[config.mk]
export PLATFORM = sky130hd
export DESIGN_NAME = synth_sequencer
export DESIGN_NICKNAME = d
export VERILOG_FILES = /design/src/rtl/synth_sequencer.sv
export SDC_FILE = /design/constraint.sdc
export NUM_CORES = 1
export LEC_CHECK = 0
export CAP_MARGIN = 5
export CELL_PAD_IN_SITES_DETAIL_PLACEMENT = 1
export CELL_PAD_IN_SITES_GLOBAL_PLACEMENT = 1
export CORE_MARGIN = 2
export CORE_UTILIZATION = 49
export CTS_CLUSTER_SIZE = 30
export DETAILED_ROUTE_END_ITERATION = 16
export GPL_ROUTABILITY_DRIVEN = 1
export HOLD_SLACK_MARGIN = 0.02
export PLACE_DENSITY = 0.71
export SYNTH_ARGS = -nofsm -noshare
export SYNTH_HDL_FRONTEND = slang
export SYNTH_SLANG_ARGS = --single-unit
[constraint.sdc]
create_clock -name clk -period 5.9 [get_ports clk]
set_input_delay 1.475 -clock clk [delete_from_list [all_inputs] [get_ports clk]]
set_output_delay 1.475 -clock clk [all_outputs]
set_load 0.1 [all_outputs]
[src/rtl/synth_sequencer.sv]
// synth_sequencer: timed note-event bus initiator.
// Events (addr, data, delay) are queued in a small FIFO. Each one waits
// `delay` ticks and is then written once on the voice-register bus. The
// write is held until the responder acknowledges it.
// Optional build macro SYNTH_SEQ_TIMEOUT_EN adds a write-acknowledge
// watchdog (TIMEOUT cycles) and a sticky err flag. Without the macro, a
// write waits indefinitely and err is tied low.
module synth_sequencer #(
  parameter int FIFO_DEPTH = 16,
  parameter int TICK_DIV   = 8000
`ifdef SYNTH_SEQ_TIMEOUT_EN
  ,
  parameter int TIMEOUT    = 64
`endif
) (
  input  logic                          clk,
  input  logic                          rst,
  input  logic                          enable,
  input  logic                          evt_valid,
  output logic                          evt_ready,
  input  logic [3:0]                    evt_addr,
  input  logic [31:0]                   evt_data,
  input  logic [7:0]                    evt_delay,
  output logic [3:0]                    addr,
  output logic [31:0]                   data_out,
  output logic                          wen,
  output logic                          ren,
  input  logic                          ready,
  output logic                          busy,
  output logic [$clog2(FIFO_DEPTH):0]   fifo_level,
  output logic                          err
);

  localparam int AW = $clog2(FIFO_DEPTH);
  localparam int LW = AW + 1;
  localparam int TW = (TICK_DIV > 1) ? $clog2(TICK_DIV) : 1;
  localparam logic [AW:0] PTR_ONE = (AW + 1)'(1);

  typedef struct packed {
    logic [3:0]  addr;
    logic [31:0] data;
    logic [7:0]  delay;
  } evt_t;

  typedef enum logic [1:0] {
    IDLE,
    DELAY,
    WRITE
  } state_t;

  state_t        state, state_next;
  evt_t          mem [FIFO_DEPTH];
  evt_t          head;
  logic [AW:0]   wr_ptr, rd_ptr;
  logic [LW-1:0] level;
  logic          empty, full, push, pop;
  logic [TW-1:0] tick_cnt;
  logic          tick;
  logic [7:0]    remaining;
  logic          to_expire;

  // ---------------- event FIFO ----------------
  assign level     = wr_ptr - rd_ptr;
  assign empty     = (level == '0);
  assign full      = (level == LW'(FIFO_DEPTH));
  assign evt_ready = !full && !rst;
  assign push      = evt_valid && evt_ready;
  // Pops read only registered occupancy, so an event always spends at least one cycle queued.
  assign pop       = (state == IDLE) && enable && !empty;
  assign head      = mem[rd_ptr[AW-1:0]];

  // Event storage: written on push only.
  // NOTE: the storage array is deliberately not reset; the pointers alone decide which entries are valid.
  always_ff @(posedge clk) begin
    if (push) mem[wr_ptr[AW-1:0]] <= '{addr: evt_addr, data: evt_data, delay: evt_delay};
  end

  // Read/write pointers with one wrap bit so full and empty are distinguishable.
  // NOTE: sequential state uses non-blocking assignments so every register samples pre-edge values.
  always_ff @(posedge clk or posedge rst) begin
    if (rst) begin
      wr_ptr <= '0;
      rd_ptr <= '0;
    end else begin
      if (push) wr_ptr <= wr_ptr + PTR_ONE;
      if (pop)  rd_ptr <= rd_ptr + PTR_ONE;
    end
  end

  // ---------------- tick generator ----------------
  assign tick = (tick_cnt == TW'(TICK_DIV - 1));

  // Free-running divider, independent of enable and FSM state.
  always_ff @(posedge clk or posedge rst) begin
    if (rst)       tick_cnt <= '0;
    else if (tick) tick_cnt <= '0;
    else           tick_cnt <= tick_cnt + TW'(1);
  end

  // ---------------- optional write watchdog ----------------
`ifdef SYNTH_SEQ_TIMEOUT_EN
  localparam int CW = $clog2(TIMEOUT + 1);
  logic [CW-1:0] to_cnt;

  // The acknowledge wins if it arrives in the last allowed cycle.
  assign to_expire = (state == WRITE) && !ready && (to_cnt == CW'(TIMEOUT - 1));

  // Counts WRITE cycles and latches err when an acknowledge never arrives.
  always_ff @(posedge clk or posedge rst) begin
    if (rst) begin
      to_cnt <= '0;
      err    <= 1'b0;
    end else begin
      if (state != WRITE) to_cnt <= '0;
      else                to_cnt <= to_cnt + CW'(1);
      if (to_expire) err <= 1'b1;
    end
  end
`else
  assign to_expire = 1'b0;
  assign err       = 1'b0;
`endif

  // ---------------- sequencing FSM ----------------
  // State register.
  always_ff @(posedge clk or posedge rst) begin
    if (rst) state <= IDLE;
    else     state <= state_next;
  end

  // Next state and bus strobe.
  // NOTE: every output of this block gets a default first so no latch is inferred.
  always_comb begin
    state_next = state;
    wen        = 1'b0;
    unique case (state)
      IDLE: begin
        if (pop) state_next = (head.delay == 8'd0) ? WRITE : DELAY;
      end
      DELAY: begin
        if (tick && enable && remaining == 8'd1) state_next = WRITE;
      end
      WRITE: begin
        wen = 1'b1;
        if (ready || to_expire) state_next = IDLE;
      end
      default: state_next = IDLE;
    endcase
  end

  // Holding registers: bus address/data keep their last values; only wen qualifies them.
  always_ff @(posedge clk or posedge rst) begin
    if (rst) begin
      addr      <= '0;
      data_out  <= '0;
      remaining <= '0;
    end else if (pop) begin
      addr      <= head.addr;
      data_out  <= head.data;
      remaining <= head.delay;
    end else if (state == DELAY && tick && enable) begin
      remaining <= remaining - 8'd1;
    end
  end

  assign ren        = 1'b0;
  assign busy       = (state != IDLE) || !empty;
  assign fifo_level = level;

endmodule

==> flow_summary.yaml <==
global_routing:
  grt_pass1_vias: 15381
  antenna_found_initial: 6
  gr-total-overflow: 0
  grt_use_total_pct: 21.5
  grt_pass1_wl_mm: 99.7
  grt_max_degree: 168
cells_and_area:
  post-route-util_pct: 56.8
  drive_above_1_share_pct: 27.5
  most-common-layout-cells: "704 x edfxtp_1, 196 x mux4_2, 87 x clkdlybuf4s50_1"
  final_common_cell: "edfxtp_1"
  area_delta_synth_final_pct: 14.5
  finalNetCount: 1562
sta:
  slew_headroom_pct: 22.7
  fin_skew_ns: 0.0215
  finalHoldViolations: 0
  finalSetupViolCount: 0
  timing.setup.tns_ns: 0
  fin_crit_ns: 4.78
  rsz0062_at_grt: "no"
  fin_crit_sh_pct: 81.0
  slew_viol_final: 0
  worst_slew_pin_slew_ns: 1.16
  setup_slack_ns: 1.12
  max_freq_mhz: 209
cts:
  clkLatencyLatePin_ns: 0.62
  cts.sinks: 773
  cts.path.max_buffers: 3
  clkSlewWorstSetupHoldPaths_ns: 0.06
  ctsResizeCount: 0
  numCtsBuffers: 79
  cts_root_buf: "clkbuf_16"
  cts.htree.levels: 3
  tritoncts: "built"
  cts_hold_buf: 0
  postCtsSetupRepairBufs: 0
detailed_routing:
  drc: 0
  num_vias: 14111
  first_pass_iters: 5
  drt_wl_total_mm: 65.5
  ant_nets: 0
  wl_per_cell_um: 27.9
  drt-initial-drc-count: 1269
  viasPerCell: 6.02
critical_path:
  worst_path_dominant_cell_family: "flip-flops"
  reg2regPathDepth: 9
  end_kind: "primary output"
  required_ns: 4.43
  path_class: "flop to primary output"
  crit_path_start_kind: "flop"
  critPathBufInv: 2
  r2r_end: "mem[12][41]"
  slowest_delay_ns: 0.69
  crit_end: "busy"
  r2r-start: "rd_ptr[1]"
  critPathArrivalTime_ns: 3.30
  rrSetupSlack_ns: 1.86
  critPathMaxFanout: 28
  path_cells: "inv_1 -> fa_1 -> a21o_1 -> a21oi_1 -> xnor2_2 -> or4_1 -> buf_4"
  cpMaxStageDelayCell: "dfrtp_4"
  cp-startpoint: "rd_ptr[1]"
  path_depth: 7
pwr:
  p_leak_nw: 11.1
  power_per_cell_area_nw_per_um2: 496
  irDropWorstVdd_mv: 0.486
logic_synthesis:
  synth_top_area_cell: "edfxtp_1"
  synth_edf_count: 704
  yosys-top-cells-area: "edfxtp_1 70%, mux4_2 15%, dfrtp_1 5.8%, mux2_2 2.3%, buf_2 0.62%"
  synth-main-ff-cell: "edfxtp_1"
  ys_ff_latch: 773
  synth_warnings: 0
  async_flop_share_pct: 8.93
  synthCells: 1357
  syn_area_um2: 30000
  synthDominantCellAreaShare_pct: 70.4
  synth_area_per_cell_um2: 22.1
  ys_seq_area_share_pct: 76.2
  synth.distinct_cells: 55
placement:
  portBuffers: 92
  place_ws_ns: 1.61
  gp_congestion: 0.766
  dp_hpwl_mm: 36.9
floorplanning:
  die_y_um: 251
  core-area_um2: 60500
  start_util_pct: 49.6
  pin_count: 95
  row_count: 90
  dieArea_um2: 63200
  fp.dieW_um: 251
hold_path:
  hold_class: "flop to flop"
  hp-start: "tick_cnt[4]"
run:
  maxCapViolations: 0
outcome:
  status: "finished clean"
==> power by group <==
part / switching [W] / internal [W]
logic: 0.00338 / 0.00214
registers: 0.000238 / 0.00645
clock network: 0.00203 / 0.00282
==> registers in the layout, indices dropped and copies added, names as in the netlist <==
name / count
tick_cnt: 13
addr: 4
remaining: 8
data_out: 32
rd_ptr: 5
wr_ptr: 5
mem: 704
state: 2
==> cell type report <==
| cell class | instances | area (µm²) |
|---|---|---|
| antenna | 1 | 2.50 |
| clock buffer | 109 | 2110 |
| inverter | 16 | 62.6 |
| multi-input combinational | 502 | 6740 |
| tap | 782 | 978 |
| fill | 5068 | 26100 |
| clock inverter | 34 | 388 |
| timing repair buffer | 128 | 1220 |
| sequential | 773 | 22900 |
==> through the flow <==
step	std cells	hold WS [ns]	instance area (µm²)	power [W]
after floorplan	1358	0.445	30000	0.0110
after global placement	2201	0.460	31900	0.0123
after detailed placement	2201	0.469	31900	0.0124
after CTS	2344	0.480	34400	0.0172
after global routing	2344	0.490	34400	0.0177
final	2345	0.475	34400	0.0171
==> routing by layer <==
layer  global-route usage (%)  share of wire, %
met5                        0             0.035
met4                     6.73               2.2
met3                     3.96               6.2
met2                     33.8                48
met1                     31.0                43
==> how the worst min path moves through the flow <==
stage	cells after the start	end	slack, ns
finish	1	tick_cnt[4]	0.47
CTS	1	tick_cnt[4]	0.48
detailed placement	1	tick_cnt[4]	0.47
global placement	1	tick_cnt[4]	0.46
floorplan	1	tick_cnt[4]	0.45
global route	1	tick_cnt[4]	0.49
==> cells in the mapped netlist (6+ instances only) <==
cell and number:
edfxtp_1 704, clkbuf_1 11, a21oi_1 11, buf_4 10
ha_1 12, nand2_1 18, buf_6 6, buf_2 37
dfrtp_1 69, xnor2_1 13, nand3_1 9, o22ai_1 22
nor2_1 27, mux2_1 7, mux2_2 61, o21ai_0 21
inv_1 15, xor2_1 7, nor3_1 10, mux4_2 196
nor2b_1 9, and3_1 19
==> logic make-up (layout without fill, tap and decap cells) <==
family	count (synthesis)	in the layout	share of synthesized area, %
fa+ha+maj	13	13	0.567
compound gates	78	78	1.60
simple gates	122	122	2.15
mux	267	267	17.4
flops	773	773	76.2
buf+inv	83	287	1.52
other cells	1	3	0.0125
xor+xnor	20	20	0.584
==> worst reg2reg max path: stages (launching register included) <==
cell and delay (ns):
dfrtp_4 0.69, inv_1 0.20, fa_1 0.47, a21o_1 0.17
a21oi_1 0.23, xnor2_2 0.19, a311oi_2 0.25, buf_4 0.27
and3_2 0.90, buf_4 0.36
Note: power is estimated with default switching activity, not from simulation.
